File: config.mk
export PLATFORM = sky130hd
export DESIGN_NAME = pixel_reorder_buffer
export DESIGN_NICKNAME = d
export VERILOG_FILES = /design/src/rtl/pixel_reorder_buffer.sv
export SDC_FILE = /design/constraint.sdc
export NUM_CORES = 1
export LEC_CHECK = 0
export ABC_CLOCK_PERIOD_IN_PS = 4200
export BUFFER_PORTS_ARGS = -buffer_cell sky130_fd_sc_hd__buf_2
export CAP_MARGIN = 20
export CORE_ASPECT_RATIO = 1.2
export CORE_UTILIZATION = 44
export DETAILED_ROUTE_END_ITERATION = 6
export PLACE_DENSITY = 0.64
export SLEW_MARGIN = 30
export SYNTH_ARGS = -nofsm -noshare
export SYNTH_HDL_FRONTEND = slang
export SYNTH_SLANG_ARGS = --single-unit
File: constraint.sdc
create_clock -name aclk -period 4.2 [get_ports aclk]
set_input_delay 0.42 -clock aclk [delete_from_list [all_inputs] [get_ports aclk]]
set_output_delay 0.42 -clock aclk [all_outputs]
set_load 0.02 [all_outputs]
File: src/rtl/pixel_reorder_buffer.sv
// pixel_reorder_buffer
//
// Collects pixels from NUM_UNITS ray-tracing compute units, each with its own
// small FIFO, and emits them as one ordered stream: output pixel k of a frame
// always comes from unit (k mod NUM_UNITS). At the end of every frame the unit
// pointer restarts at unit 0, even if FRAME_PIXELS is not a multiple of
// NUM_UNITS.
//
// Handshake (both sides): a beat transfers on a rising edge where valid and
// ready are both high; valid and data are held by the source until accepted.
//
// Ports
//   aclk       in   clock, rising edge
//   areset     in   asynchronous active-high reset
//   in_data    in   NUM_UNITS*PIXEL_W, unit u at [u*PIXEL_W +: PIXEL_W]
//   in_valid   in   NUM_UNITS, per-unit pixel present
//   in_ready   out  NUM_UNITS, per-unit FIFO can accept this cycle
//   flush      in   synchronous clear of FIFOs, unit pointer and pixel counter
//   out_data   out  PIXEL_W, ordered pixel ({r,g,b}, r in MSBs)
//   out_valid  out  out_data valid
//   out_ready  in   downstream accepts
//   out_sof    out  first pixel of a frame (qualified by out_valid)
//   out_last   out  last pixel of a frame (qualified by out_valid)
//   occupancy  out  NUM_UNITS*4, per-unit FIFO fill count at [u*4 +: 4]
module pixel_reorder_buffer #(
    parameter int NUM_UNITS    = 4,
    parameter int PIXEL_W      = 24,
    parameter int DEPTH        = 2,
    parameter int FRAME_PIXELS = 640*480
) (
    input  logic                         aclk,
    input  logic                         areset,
    input  logic [NUM_UNITS*PIXEL_W-1:0] in_data,
    input  logic [NUM_UNITS-1:0]         in_valid,
    output logic [NUM_UNITS-1:0]         in_ready,
    input  logic                         flush,
    output logic [PIXEL_W-1:0]           out_data,
    output logic                         out_valid,
    input  logic                         out_ready,
    output logic                         out_sof,
    output logic                         out_last,
    output logic [NUM_UNITS*4-1:0]       occupancy
);

    localparam int PTR_W = (DEPTH > 1) ? $clog2(DEPTH) : 1;
    localparam int SEL_W = $clog2(NUM_UNITS);
    localparam int PIX_W = (FRAME_PIXELS > 1) ? $clog2(FRAME_PIXELS) : 1;

    localparam logic [3:0]       DEPTH_C  = 4'(DEPTH);
    localparam logic [PTR_W-1:0] PTR_LAST = PTR_W'(DEPTH - 1);
    localparam logic [SEL_W-1:0] SEL_LAST = SEL_W'(NUM_UNITS - 1);
    localparam logic [PIX_W-1:0] PIX_LAST = PIX_W'(FRAME_PIXELS - 1);

    // FIFO storage is deliberately left out of reset; only pointers and
    // counts decide what is visible.
    logic [PIXEL_W-1:0] mem    [NUM_UNITS][DEPTH];
    logic [PTR_W-1:0]   rd_ptr [NUM_UNITS];
    logic [PTR_W-1:0]   wr_ptr [NUM_UNITS];
    logic [3:0]         count  [NUM_UNITS];

    logic [SEL_W-1:0]     sel;
    logic [PIX_W-1:0]     pix;
    logic [NUM_UNITS-1:0] push;
    logic [NUM_UNITS-1:0] pop;
    logic                 xfer;
    logic [PIXEL_W-1:0]   head;

    function automatic logic [PTR_W-1:0] ptr_next(input logic [PTR_W-1:0] p);
        return (p == PTR_LAST) ? '0 : p + 1'b1;
    endfunction

    // in_ready looks only at the registered count, so a full FIFO refuses a
    // push even in a cycle where it is being popped.
    always_comb begin
        in_ready  = '0;
        push      = '0;
        pop       = '0;
        occupancy = '0;
        head      = mem[sel][rd_ptr[sel]];
        out_valid = !flush && (count[sel] != 4'd0);
        xfer      = out_valid && out_ready;
        out_data  = out_valid ? head : '0;
        out_sof   = out_valid && (pix == '0);
        out_last  = out_valid && (pix == PIX_LAST);
        for (int u = 0; u < NUM_UNITS; u++) begin
            in_ready[u]         = !flush && (count[u] != DEPTH_C);
            push[u]             = in_valid[u] && in_ready[u];
            pop[u]              = xfer && (sel == SEL_W'(u));
            occupancy[u*4 +: 4] = count[u];
        end
    end

    always_ff @(posedge aclk or posedge areset) begin
        if (areset) begin
            for (int u = 0; u < NUM_UNITS; u++) begin
                count[u]  <= '0;
                rd_ptr[u] <= '0;
                wr_ptr[u] <= '0;
            end
            sel <= '0;
            pix <= '0;
        end else if (flush) begin
            for (int u = 0; u < NUM_UNITS; u++) begin
                count[u]  <= '0;
                rd_ptr[u] <= '0;
                wr_ptr[u] <= '0;
            end
            sel <= '0;
            pix <= '0;
        end else begin
            for (int u = 0; u < NUM_UNITS; u++) begin
                if (push[u]) wr_ptr[u] <= ptr_next(wr_ptr[u]);
                if (pop[u])  rd_ptr[u] <= ptr_next(rd_ptr[u]);
                case ({push[u], pop[u]})
                    2'b10:   count[u] <= count[u] + 4'd1;
                    2'b01:   count[u] <= count[u] - 4'd1;
                    default: count[u] <= count[u];
                endcase
            end
            if (xfer) begin
                // Frame wrap restarts the unit rotation at unit 0.
                if (pix == PIX_LAST) begin
                    pix <= '0;
                    sel <= '0;
                end else begin
                    pix <= pix + 1'b1;
                    sel <= (sel == SEL_LAST) ? '0 : sel + 1'b1;
                end
            end
        end
    end

    always_ff @(posedge aclk) begin
        for (int u = 0; u < NUM_UNITS; u++) begin
            if (push[u]) mem[u][wr_ptr[u]] <= in_data[u*PIXEL_W +: PIXEL_W];
        end
    end

endmodule

==> parameters.txt <==
Parameter                              Value

Status
  Outcome ... complete, but fails checks
  Violations in the final reports ... negative hold slack

Place
  Routability cong. ... 0.796
  Final HPWL DP ... 16.2 mm
  Number of buffers inserted by port buffering ... 150

Global routing
  Residual overflow from global routing ... 0
  Global-route wire length before repair ... roughly 38 mm
  Maximum number of pins on one net before global-route repair ... 41
  Number of antenna violations at the first check in global routing ... 10
  All-Layer GR Usage ... around a fifth
  Number of global-route vias before repair ... about 6600

Setup path
  Cells on worst reg2reg path ... 10
  Largest fanout of any net on the critical path ... 20
  Terminus of the critical flop-to-flop path ... occupancy[11]$_DFFE_PP0P_
  Endpoint kind of the worst setup timing path ... flop
  Type of the worst setup path ... reg2reg
  Required time worst endpoint ... approximately 4600 ps
  Startpoint types ... flop
  CP arrival ... 3790 ps
  Startpoint of the worst-slack reg-to-reg timing path ... sel[0]$_DFFE_PP0P_
  Reg2Reg Setup Slack ... 810 ps

Logic synthesis
  Post-synthesis sequential element count ... roughly 240
  Synth Flop Type ... sky130_fd_sc_hd__edfxtp_1
  Post-synthesis net count ... ~760
  Synth warn ... 0
  EDFF count, synth ... ~190
  Cells after synthesis ... 638
  Number of distinct library cell variants in the gate-level netlist after synthesis ... 50
  Share of synthesized registers carrying an async set or reset ... a little under a fifth
  Synthesized area ... ~0.01 mm²
  Avg Inst Size Synth ... approximately 16 µm²
  Sequential cell area fraction in the yosys report ... 67.5%

STA
  Final cycle utilization of the critical path ... ~81%
  Final Hold Viols ... 21
  Final Max Slew Viols ... 0
  Slew @ Worst Pin ... roughly 970 ps
  Relative slew margins ... between 30% and 40%
  Setup repair after global routing missed its margin ... false
  Worst hold slack across all endpoints ... -34.8 ps
  Final setup TNS ... 0 ps
  Number of setup violations in the final report ... 0
  Final setup skew ... between 9 and 10 ps
  Highest clock frequency the design can meet ... ~0.30 GHz
  Final worst path period need ... roughly 3400 ps

Pwr
  Maximum vdd ir drop ... between 300 and 400 µV
  Power density cells ... approximately 540 mW/mm²
  Leakage Power ... approximately 4.6 nW

Clock network
  Clock buffer count from CTS ... 25
  Buffers inserted by post-CTS timing repair ... 0
  Clock Latency Late Sink ... between 500 and 600 ps
  CTS HTree Levels ... 1
  Hold buffer count at cts ... 0
  TritonCTS clock tree ... built
  Cell at the root of the clock tree ... sky130_fd_sc_hd__clkbuf_16
  Clock Pin Slew Worst Setup and Hold Paths ... ~60 ps
  Number of clock sinks seen by CTS ... between 200 and 250
  CTS-repair resized insts ... 0
  Clk buf depth ... 3

Floorplanning
  Placeable core region ... between 0.02 and 0.025 mm²
  Site Rows ... 60
  Initial core utilization ... a little under half
  Die H ... roughly 170 µm
  Boundary Pins ... between 150 and 200
  Horizontal die dimension ... about 140 µm
  Die area ... 0.0238 mm²

Cells and area
  Layout overhead on the synthesized area ... 19.4%
  Number of filler instances in the final layout ... around 1800
  Multi-input gate area ... between 0.003 and 0.004 mm²
  Net count reported at finish ... 914
  Register area ... approximately 0.0069 mm²
  Share of cells above drive strength 1 ... approximately 32%

Detailed routing
  DRC violation count after routing ... 0
  First-pass DRT Iterations ... 6
  Post-DR vias/cell ... about 5.6
  Initial drt markers ... roughly 460
  Vias post-DR ... ~6200
  Average routed wire per standard cell ... roughly 22 µm
  Antenna-violating nets left ... 0
  Routed Wire Length ... about 24 mm

Hold path
  Tightest Hold Check Type ... in2async

Run
  MaxCap Viol Count ... 0
==> sequential cells by signal, summed over array words and instances, names as in the netlist <==
register and count:
mem 192, pix 19, occupancy 16, rd_ptr 4
wr_ptr 4, sel 2
==> worst max-delay path by stage <==
stage,depth (start not counted),endpoint,start,slack [ps]
after floorplan,14,occupancy[11]$_DFFE_PP0P_,sel[0]$_DFFE_PP0P_,1220
after CTS,5,out_data[22],sel[0]$_DFFE_PP0P_,740
final,10,occupancy[11]$_DFFE_PP0P_,sel[0]$_DFFE_PP0P_,810
after detailed placement,10,occupancy[11]$_DFFE_PP0P_,sel[0]$_DFFE_PP0P_,860
after global placement,10,occupancy[11]$_DFFE_PP0P_,sel[0]$_DFFE_PP0P_,1020
after global routing,10,occupancy[11]$_DFFE_PP0P_,sel[1]$_DFFE_PP0P_,550
==> cell families (layout without fill, tap and decap cells) <==
logic type / Yosys count / count (layout) / synth area share [%]
other: 0 / 6 / 0
xor gates and xnor gates: 18 / 18 / 1.95
and+or+nand+nor: 174 / 174 / 8.49
buffers and inverters: 47 / 216 / 1.96
muxes: 78 / 78 / 13.7
adders and majority gates: 17 / 17 / 2.30
DFF: 237 / 237 / 67.5
AOI/OAI and AO/OA: 67 / 67 / 4.12
==> worst max-delay path, stage by stage (launching register included) <==
cell                       delay, ps
sky130_fd_sc_hd__dfrtp_4         610
sky130_fd_sc_hd__nor3b_1         210
sky130_fd_sc_hd__a22o_1          290
sky130_fd_sc_hd__or4_1           710
sky130_fd_sc_hd__nor2_1          340
sky130_fd_sc_hd__ha_1            300
sky130_fd_sc_hd__a21o_1          180
sky130_fd_sc_hd__a21oi_1         260
sky130_fd_sc_hd__or3_1           150
sky130_fd_sc_hd__o2111a_1        190
sky130_fd_sc_hd__nor2_1           40
==> cell usage in the layout (no fill, tap or decap), types with 4 or more instances in the layout <==
| cell type | count |
|---|---|
| sky130_fd_sc_hd__buf_16 | 6 |
| sky130_fd_sc_hd__nand3_1 | 12 |
| sky130_fd_sc_hd__nor2_1 | 53 |
| sky130_fd_sc_hd__a21oi_1 | 15 |
| sky130_fd_sc_hd__or4_1 | 7 |
| sky130_fd_sc_hd__clkbuf_16 | 25 |
| sky130_fd_sc_hd__o21ai_0 | 25 |
| sky130_fd_sc_hd__dfrtp_1 | 43 |
| sky130_fd_sc_hd__xor2_1 | 9 |
| sky130_fd_sc_hd__xnor2_1 | 5 |
| sky130_fd_sc_hd__a21o_1 | 7 |
| sky130_fd_sc_hd__nor4_1 | 4 |
| sky130_fd_sc_hd__or3_1 | 11 |
| sky130_fd_sc_hd__and3_1 | 4 |
| sky130_fd_sc_hd__buf_2 | 150 |
| sky130_fd_sc_hd__nand2_1 | 28 |
| sky130_fd_sc_hd__clkinv_2 | 7 |
| sky130_fd_sc_hd__clkinv_1 | 5 |
| sky130_fd_sc_hd__diode_2 | 6 |
| sky130_fd_sc_hd__inv_1 | 14 |
| sky130_fd_sc_hd__edfxtp_1 | 192 |
| sky130_fd_sc_hd__mux4_2 | 48 |
| sky130_fd_sc_hd__a22o_1 | 4 |
| sky130_fd_sc_hd__and2_1 | 4 |
| sky130_fd_sc_hd__nor3b_1 | 6 |
| sky130_fd_sc_hd__nor2_4 | 7 |
| sky130_fd_sc_hd__nor3_1 | 16 |
| sky130_fd_sc_hd__mux2i_1 | 29 |
| sky130_fd_sc_hd__ha_1 | 14 |
| sky130_fd_sc_hd__buf_4 | 4 |
| sky130_fd_sc_hd__nand4_1 | 7 |
==> cell type report <==
class	count	area share [%]
diodes	6	0.123
flip-flops and latches	237	56.6
inverters	15	0.462
well taps	310	3.18
multi-input cells	354	26.1
clock inverters	14	0.626
repair buffers	160	7.76
clock buffers	27	5.19
==> per-stage QoR <==
stage                     util [%]  area [µm²]  setup slack [ps]  power (W)  std cells
after floorplan                  -       10200              1220    0.00412        638
after global placement        50.0       11300              1020    0.00463       1070
after detailed placement      50.6       11400               860    0.00471       1075
after CTS                     53.7       12100               744    0.00665       1116
after global routing          53.9       12200               545    0.00688       1120
final                         53.9       12200               813    0.00660       1123
==> cell usage after synthesis (4+ instances only) <==
cell type                    n  area (µm²)
sky130_fd_sc_hd__nor3_1     16        80.1
sky130_fd_sc_hd__and3_1      5        31.3
sky130_fd_sc_hd__and2_1      4        25.0
sky130_fd_sc_hd__xnor2_1     5        43.8
sky130_fd_sc_hd__a21o_1      7        52.6
sky130_fd_sc_hd__or3_1      11        68.8
sky130_fd_sc_hd__nor3b_1     6        45.0
sky130_fd_sc_hd__nand4_1     7        43.8
sky130_fd_sc_hd__buf_1       4        15.0
sky130_fd_sc_hd__nand2_1    28         105
sky130_fd_sc_hd__buf_2      10        50.1
sky130_fd_sc_hd__dfrtp_1    45        1130
sky130_fd_sc_hd__nor2_1     60         225
sky130_fd_sc_hd__mux4_2     49        1100
sky130_fd_sc_hd__a22o_1      4        35.0
sky130_fd_sc_hd__o21ai_0    25         125
sky130_fd_sc_hd__inv_1      15        56.3
sky130_fd_sc_hd__nor4_1      4        25.0
sky130_fd_sc_hd__ha_1       14         175
sky130_fd_sc_hd__nand3_1    13        65.1
sky130_fd_sc_hd__clkbuf_1   15        56.3
sky130_fd_sc_hd__or4_1       7        52.6
sky130_fd_sc_hd__xor2_1      9        78.8
sky130_fd_sc_hd__mux2i_1    29         290
sky130_fd_sc_hd__a21oi_1    15        75.1
sky130_fd_sc_hd__edfxtp_1  192        5770
==> report_power, final <==
group,total [W],internal [W],leakage (nW),switching [W]
combinational,0.00175,0.000729,1.82,0.00102
sequential,0.00290,0.00273,2.37,0.000166
clock,0.00195,0.00108,0.356,0.000867
==> per-layer routing <==
metal	routed length (µm)	vias up	global-route usage, %
met3	1500	44	5.01
met2	12300	207	36.8
met1	9910	3173	26.1
li1	-	2809	-
met5	58	-	0
met4	529	10	5.91
No activity file was read; power rests on OpenSTA's default activity.
